<file path="src/rtl/lanes_descrambler_if.sv">
// Bus between the lanes deserializer, the per-lane descrambler and the
// receive decoder. Everything except clk/rst travels on this interface.
//
// Handshake: there is no ready/backpressure. word_valid is a one-cycle
// strobe that qualifies lane_x_in and gen_speed in the cycle it is high.
// out_valid is a one-cycle strobe that marks the cycle in which
// lane_x_out and sync_err carry a newly descrambled word. The consumer must
// take the word in that cycle.
interface lanes_descrambler_if #(
    parameter int ERR_CNT_W = 8
);
    logic                 enable_dec;
    logic                 descr_rst;
    logic                 word_valid;
    logic [1:0]           gen_speed;
    logic [131:0]         lane_0_in;
    logic [131:0]         lane_1_in;
    logic [131:0]         lane_0_out;
    logic [131:0]         lane_1_out;
    logic                 out_valid;
    logic [1:0]           sync_err;
    logic [ERR_CNT_W-1:0] sync_err_cnt;

    // Upstream side: drives words in, observes descrambled words.
    modport master (
        output enable_dec, descr_rst, word_valid, gen_speed, lane_0_in, lane_1_in,
        input  lane_0_out, lane_1_out, out_valid, sync_err, sync_err_cnt
    );

    // Descrambler side.
    modport slave (
        input  enable_dec, descr_rst, word_valid, gen_speed, lane_0_in, lane_1_in,
        output lane_0_out, lane_1_out, out_valid, sync_err, sync_err_cnt
    );
endinterface

</file>
<file path="src/rtl/lanes_descrambler.sv">
// Two-lane descrambler. Each lane strips/checks its sync header and XORs
// the payload with the output of a 23-bit Fibonacci LFSR (keystream bit is
// lfsr[22]). Both lanes advance in lockstep and differ only in seed.
// Words come out one cycle after word_valid with a one-cycle out_valid.
module lanes_descrambler #(
    parameter logic [22:0] SEED_L0   = 23'h1DBFBC,
    parameter logic [22:0] SEED_L1   = 23'h0607BB,
    parameter int          ERR_CNT_W = 8
) (
    input logic clk,
    input logic rst,
    lanes_descrambler_if.slave bus
);

    localparam logic [ERR_CNT_W-1:0] CNT_MAX = {ERR_CNT_W{1'b1}};

    // Descramble one word starting from LFSR state st. Returns
    // {next_lfsr_state, descrambled_word}. Header bits (below lo) pass
    // through untouched; bits at or above hi are forced to zero.
    function automatic logic [154:0] descr_word(input logic [22:0]  st,
                                                 input logic [131:0] din,
                                                 input logic [1:0]   gen);
        logic [22:0]  l;
        logic [131:0] w;
        int           lo;
        int           hi;
        l = st;
        w = '0;
        case (gen)
            2'b01:   begin lo = 4; hi = 132; end
            2'b10:   begin lo = 2; hi = 66;  end
            default: begin lo = 0; hi = 8;   end
        endcase
        for (int i = 0; i < 132; i++) begin
            if (i < lo) begin
                w[i] = din[i];
            end else if (i < hi) begin
                w[i] = din[i] ^ l[22];
                l    = {l[21:0], l[22] ^ l[20] ^ l[15] ^ l[7] ^ l[4] ^ l[1]};
            end
        end
        return {l, w};
    endfunction

    // Header is legal only as one of the two alternating patterns; the
    // 8-bit mode carries no header and never flags an error.
    function automatic logic hdr_err(input logic [131:0] din, input logic [1:0] gen);
        logic e;
        case (gen)
            2'b01:   e = !((din[3:0] == 4'b0101) || (din[3:0] == 4'b1010));
            2'b10:   e = !((din[1:0] == 2'b01) || (din[1:0] == 2'b10));
            default: e = 1'b0;
        endcase
        return e;
    endfunction

    logic [22:0]          lfsr0_q, lfsr0_d;
    logic [22:0]          lfsr1_q, lfsr1_d;
    logic [131:0]         lane_0_out_q, lane_0_out_d;
    logic [131:0]         lane_1_out_q, lane_1_out_d;
    logic                 out_valid_q, out_valid_d;
    logic [1:0]           sync_err_q, sync_err_d;
    logic [ERR_CNT_W-1:0] sync_err_cnt_q, sync_err_cnt_d;

    logic [22:0]  base0;
    logic [22:0]  base1;
    logic [154:0] res0;
    logic [154:0] res1;
    logic [1:0]   err_now;

    // Datapath: a descr_rst arriving with a word means that word uses the seed.
    always_comb begin
        base0   = bus.descr_rst ? SEED_L0 : lfsr0_q;
        base1   = bus.descr_rst ? SEED_L1 : lfsr1_q;
        res0    = descr_word(base0, bus.lane_0_in, bus.gen_speed);
        res1    = descr_word(base1, bus.lane_1_in, bus.gen_speed);
        err_now = {hdr_err(bus.lane_1_in, bus.gen_speed),
                   hdr_err(bus.lane_0_in, bus.gen_speed)};
    end

    // Next state with priority !enable_dec > word_valid (incl. descr_rst) > descr_rst alone.
    always_comb begin
        lfsr0_d        = lfsr0_q;
        lfsr1_d        = lfsr1_q;
        lane_0_out_d   = lane_0_out_q;
        lane_1_out_d   = lane_1_out_q;
        out_valid_d    = 1'b0;
        sync_err_d     = sync_err_q;
        sync_err_cnt_d = sync_err_cnt_q;
        if (!bus.enable_dec) begin
            lfsr0_d      = SEED_L0;
            lfsr1_d      = SEED_L1;
            lane_0_out_d = '0;
            lane_1_out_d = '0;
            sync_err_d   = 2'b00;
        end else if (bus.word_valid) begin
            lfsr0_d      = res0[154:132];
            lfsr1_d      = res1[154:132];
            lane_0_out_d = res0[131:0];
            lane_1_out_d = res1[131:0];
            sync_err_d   = err_now;
            out_valid_d  = 1'b1;
            if ((err_now != 2'b00) && (sync_err_cnt_q != CNT_MAX)) begin
                sync_err_cnt_d = sync_err_cnt_q + 1'b1;
            end
        end else if (bus.descr_rst) begin
            lfsr0_d = SEED_L0;
            lfsr1_d = SEED_L1;
        end
    end

    // State registers; reset reseeds and clears every output.
    always_ff @(posedge clk) begin
        if (rst) begin
            lfsr0_q        <= SEED_L0;
            lfsr1_q        <= SEED_L1;
            lane_0_out_q   <= '0;
            lane_1_out_q   <= '0;
            out_valid_q    <= 1'b0;
            sync_err_q     <= 2'b00;
            sync_err_cnt_q <= '0;
        end else begin
            lfsr0_q        <= lfsr0_d;
            lfsr1_q        <= lfsr1_d;
            lane_0_out_q   <= lane_0_out_d;
            lane_1_out_q   <= lane_1_out_d;
            out_valid_q    <= out_valid_d;
            sync_err_q     <= sync_err_d;
            sync_err_cnt_q <= sync_err_cnt_d;
        end
    end

    assign bus.lane_0_out   = lane_0_out_q;
    assign bus.lane_1_out   = lane_1_out_q;
    assign bus.out_valid    = out_valid_q;
    assign bus.sync_err     = sync_err_q;
    assign bus.sync_err_cnt = sync_err_cnt_q;

endmodule
</file>
<file path="src/flat_wrapper.sv">
// flat-port wrapper written by rule: the top's interface ports become plain ports
module lanes_descrambler_flat 
#(
    parameter logic [22:0] SEED_L0   = 23'h1DBFBC,
    parameter logic [22:0] SEED_L1   = 23'h0607BB,
    parameter int          ERR_CNT_W = 8
)
  (clk, rst, bus_enable_dec, bus_descr_rst, bus_word_valid, bus_gen_speed, bus_lane_0_in, bus_lane_1_in, bus_lane_0_out, bus_lane_1_out, bus_out_valid, bus_sync_err, bus_sync_err_cnt);
  lanes_descrambler_if #(.ERR_CNT_W(ERR_CNT_W)) bus_i ();
  input logic clk;
  input logic rst;
  input wire logic [$bits(bus_i.enable_dec)-1:0] bus_enable_dec;
  input wire logic [$bits(bus_i.descr_rst)-1:0] bus_descr_rst;
  input wire logic [$bits(bus_i.word_valid)-1:0] bus_word_valid;
  input wire logic [$bits(bus_i.gen_speed)-1:0] bus_gen_speed;
  input wire logic [$bits(bus_i.lane_0_in)-1:0] bus_lane_0_in;
  input wire logic [$bits(bus_i.lane_1_in)-1:0] bus_lane_1_in;
  output wire logic [$bits(bus_i.lane_0_out)-1:0] bus_lane_0_out;
  output wire logic [$bits(bus_i.lane_1_out)-1:0] bus_lane_1_out;
  output wire logic [$bits(bus_i.out_valid)-1:0] bus_out_valid;
  output wire logic [$bits(bus_i.sync_err)-1:0] bus_sync_err;
  output wire logic [$bits(bus_i.sync_err_cnt)-1:0] bus_sync_err_cnt;
  assign bus_i.enable_dec = bus_enable_dec;
  assign bus_i.descr_rst = bus_descr_rst;
  assign bus_i.word_valid = bus_word_valid;
  assign bus_i.gen_speed = bus_gen_speed;
  assign bus_i.lane_0_in = bus_lane_0_in;
  assign bus_i.lane_1_in = bus_lane_1_in;
  assign bus_lane_0_out = bus_i.lane_0_out;
  assign bus_lane_1_out = bus_i.lane_1_out;
  assign bus_out_valid = bus_i.out_valid;
  assign bus_sync_err = bus_i.sync_err;
  assign bus_sync_err_cnt = bus_i.sync_err_cnt;
  lanes_descrambler #(.SEED_L0(SEED_L0), .SEED_L1(SEED_L1), .ERR_CNT_W(ERR_CNT_W)) u_core (.clk(clk), .rst(rst), .bus(bus_i));
endmodule
</file>
<file path="config.mk">
export PLATFORM = sky130hd
export DESIGN_NAME = lanes_descrambler_flat
export DESIGN_NICKNAME = d
export VERILOG_FILES = /design/src/rtl/lanes_descrambler_if.sv /design/src/rtl/lanes_descrambler.sv /design/src/flat_wrapper.sv
export SDC_FILE = /design/constraint.sdc
export NUM_CORES = 2
export LEC_CHECK = 0
export CAP_MARGIN = 15
export CORE_MARGIN = 1.5
export CORE_UTILIZATION = 61
export DETAILED_ROUTE_END_ITERATION = 12
export DONT_BUFFER_PORTS = 1
export GPL_TIMING_DRIVEN = 1
export PLACE_DENSITY = 0.81
export SYNTH_ARGS = -nofsm -noshare
export SYNTH_HDL_FRONTEND = slang
export SYNTH_SLANG_ARGS = --single-unit
</file>
<file path="constraint.sdc">
create_clock -name clk -period 29.3 [get_ports clk]
set_clock_uncertainty 0.1 [all_clocks]
set_input_delay 5.86 -clock clk [delete_from_list [all_inputs] [get_ports clk]]
set_output_delay 5.86 -clock clk [all_outputs]
set_load 0.02 [all_outputs]
</file>
==> results.ini <==
[outcome]
status=finished, final reports clean

[synthesis]
synth_top_cell_area_share_pct=17.9
synth_commonest_cells=959 x xnor2_1, 591 x nand2_1, 490 x nor2_1, 451 x xor2_1, 397 x o21ai_0
yosys-top-cells-area=xnor2_1 18%, dfxtp_1 14%, xor2_1 8.4%, xnor3_1 6.5%, nand2_1 4.7%
synth_edf_count=0
synth_mux_area_share_pct=3.55
synth_simple_gate_area_share_pct=14.9
netlist_area_mm2=0.0469
async_flop_share_pct=0
syn_inst=5456
synthAdderAreaFrac_pct=0.214
ys_types=152
yosys.cell_count.top_type=xnor2_1
ys.flop_type=dfxtp_1
synth-compound-area-share_pct=17.3
avgSynthCellArea_um2=8.59
ys_seq_area_share_pct=13.7
synth_xor_xnor_area_share_pct=43.2
synth_top_family_by_area=XOR/XNOR gates
yosys.area.top_type=xnor2_1
synth-seq-cells=321
syn_nets=5735
ys_warn_count=0

[routing]
wl_mm=169
dr.pass1.iters=7
wl_met2_mm=75.1
ant_nets=0
dr.first_iter.drc_count=5256
wl_per_cell_um=25.4
drc=0
drt-met1-wl_mm=65.5
viasPerCell=6.27
vias=41700
wl_met3_mm=18.1
highest_layer=met5

[timing]
setup_ws_ps=705
rsz0062_at_grt=true
timing.fmax_mhz=35.0
min_period_ps=28600
finalHoldViolCount=0
tightest_slew_ps=1290
setup_viol=0
finalCritPeriodShare_pct=97.6
slew_viol_final=0
slew_headroom_pct=14.1
hold_slack_ps=455

[min_path]
min_path_cells=2
worstHoldStart=u_core.bus.lane_0_out[12]
hold_end=u_core.bus.lane_0_out[12]
hold_path.class=reg2reg

[cells_and_area]
layout.cells.non_filler=6643
drive_above_1_share_pct=18.0
num-fill-cells=6424
n_antenna_cell=0
syn_to_final_growth_pct=6.80
final_nets=5866

[worst_setup_path]
reg2reg_slack_ps=5900
path_class=in2reg
crit_path_max_fanout=38
end_kind=register
r2r-start=u_core.lfsr1_q[7]
reg2reg_depth=79
worst_path_largest_cell_delay_ps=570
r2r-end=u_core.lfsr1_q[0]
slowest_stage=xnor3_2
crit_buf_inv=5
cp_top_family=XOR/XNOR gates
arrival_ps=28980
critPathMostFrequentCell=xnor3_2
critPathLaunchType=primary input
worstPathRequired_ps=29680

[floorplan]
coreArea_mm2=0.0759
io_pins=546
initial_utilization_pct=61.7
fp.dieW_um=280
die-area_mm2=0.0785
die_y_um=280
rows=101

[clock_network]
h-tree-depth=2
clock_latency_ps=610
clk_pin_slew_ps=60
clock_sinks=321
tritoncts=done
numCtsBuffers=37
root_buffer=clkbuf_16
clock_path_buffers=3

[placement]
place_congestion=1.04
dp_hpwl_mm=130
placement.io_buffers=0
dpl.cell_count=6567
place_ws_ps=52.7

[global_routing]
antenna_found_initial=1
grt_pass1_wl_mm=249
grt_usage_pct=41.4
overflow=0
first_global_vias=39700
grt_max_degree=101

[job]
cap_violations=0

## cells by family (layout without fill, tap and decap cells)
kind of cell | Yosys count | after routing
AO/OA/AOI/OAI | 1274 | 1274
adder cells (fa/ha/maj) | 8 | 8
multiplexers | 153 | 153
AND/OR/NAND/NOR | 1531 | 1531
flip-flops | 321 | 321
XOR/XNOR | 1772 | 1772
buffers and inverters | 397 | 554
## registers in the layout, summed over array words and instances (netlist names)
| register | count |
|---|---|
| u_core.lfsr0_q | 23 |
| u_core.bus.sync_err_cnt | 8 |
| u_core.bus.lane_0_out | 132 |
| u_core.bus.sync_err | 2 |
| u_core.bus.lane_1_out | 132 |
| u_core.lfsr1_q | 23 |
| u_core.bus.out_valid | 1 |
## layout make-up
type | count | area [um2] | area share [%]
Tap cell | 1030 | 1290 | 2.57
Clock buffer | 48 | 1060 | 2.11
Clock inverter | 17 | 188 | 0.375
Timing Repair Buffer | 449 | 3420 | 6.82
Inverter | 40 | 178 | 0.355
Sequential cell | 321 | 6430 | 12.8
Multi-Input combinational cell | 4738 | 37500 | 74.9
## layer usage
layer,vias to the layer above,global-route usage (%)
met3,557,8.45
met2,2601,65.1
li1,18800,-
met1,19700,53.3
met4,2,21.8
met5,-,0
## placed cells by master, fill, tap and decap left out, types with 17 or more instances in the layout
master	synthesis	layout
clkbuf_16	0	38
xnor2_2	56	65
mux2i_1	107	106
nand2_1	591	588
nor3_1	55	54
mux2_2	33	33
inv_1	37	35
or2_2	22	22
buf_4	12	444
a21o_1	25	25
xnor3_1	135	130
xor3_1	25	24
xor2_2	35	36
a21oi_1	349	347
o21ai_0	397	393
o21ai_1	43	47
xor2_1	451	448
xnor2_1	959	943
or3_1	17	17
xnor3_2	53	58
and2_1	47	46
o22ai_1	32	32
o21ai_2	17	17
xnor2_4	19	26
and3_1	32	32
dfxtp_1	321	321
o21a_1	24	24
a22oi_1	44	44
a21oi_2	15	17
o211ai_1	38	38
a31oi_1	22	22
nand2b_1	31	30
a211oi_1	41	39
nand3_1	85	85
nor2_1	490	487
## worst max-delay path by stage
stage	from	to	slack, ps	cells past startpoint
floorplan	bus_gen_speed[0]	u_core.lfsr0_q[0]	740	77
CTS	bus_gen_speed[0]	u_core.lfsr0_q[0]	570	79
detailed placement	bus_gen_speed[0]	u_core.lfsr0_q[0]	50	79
finish	bus_gen_speed[0]	u_core.lfsr1_q[0]	700	80
global route	bus_gen_speed[0]	u_core.lfsr0_q[0]	-140	85
global placement	bus_gen_speed[0]	u_core.lfsr1_q[0]	230	82
## timing repair
action | CTS | global route
endpoints found under the hold margin | 0 | 0
hold buffers | 0 | 0
setup buffers | 0 | 11
endpoints found under the setup margin | 0 | 11
gates resized for setup | 0 | 51
## worst min-delay path: cells and delay by family, from the launching register on
family           cells  cell delay (ps)
AO/OA/AOI/OAI        1               60
AND/OR/NAND/NOR      1               70
flip-flops           1              370
## through the flow
step | cell area, um2 | utilization, % | TNS (ps)
detailed placement | 48400 | 63.7 | 0
floorplan | 46900 | - | 0
CTS | 49700 | 65.4 | 0
global route | 50100 | 65.9 | -317
global placement | 48400 | 63.7 | 0
finish | 50100 | 65.9 | 0
Power is not shown: default switching activity piles up to over one toggle a cycle in this logic, so the estimate is an artifact.
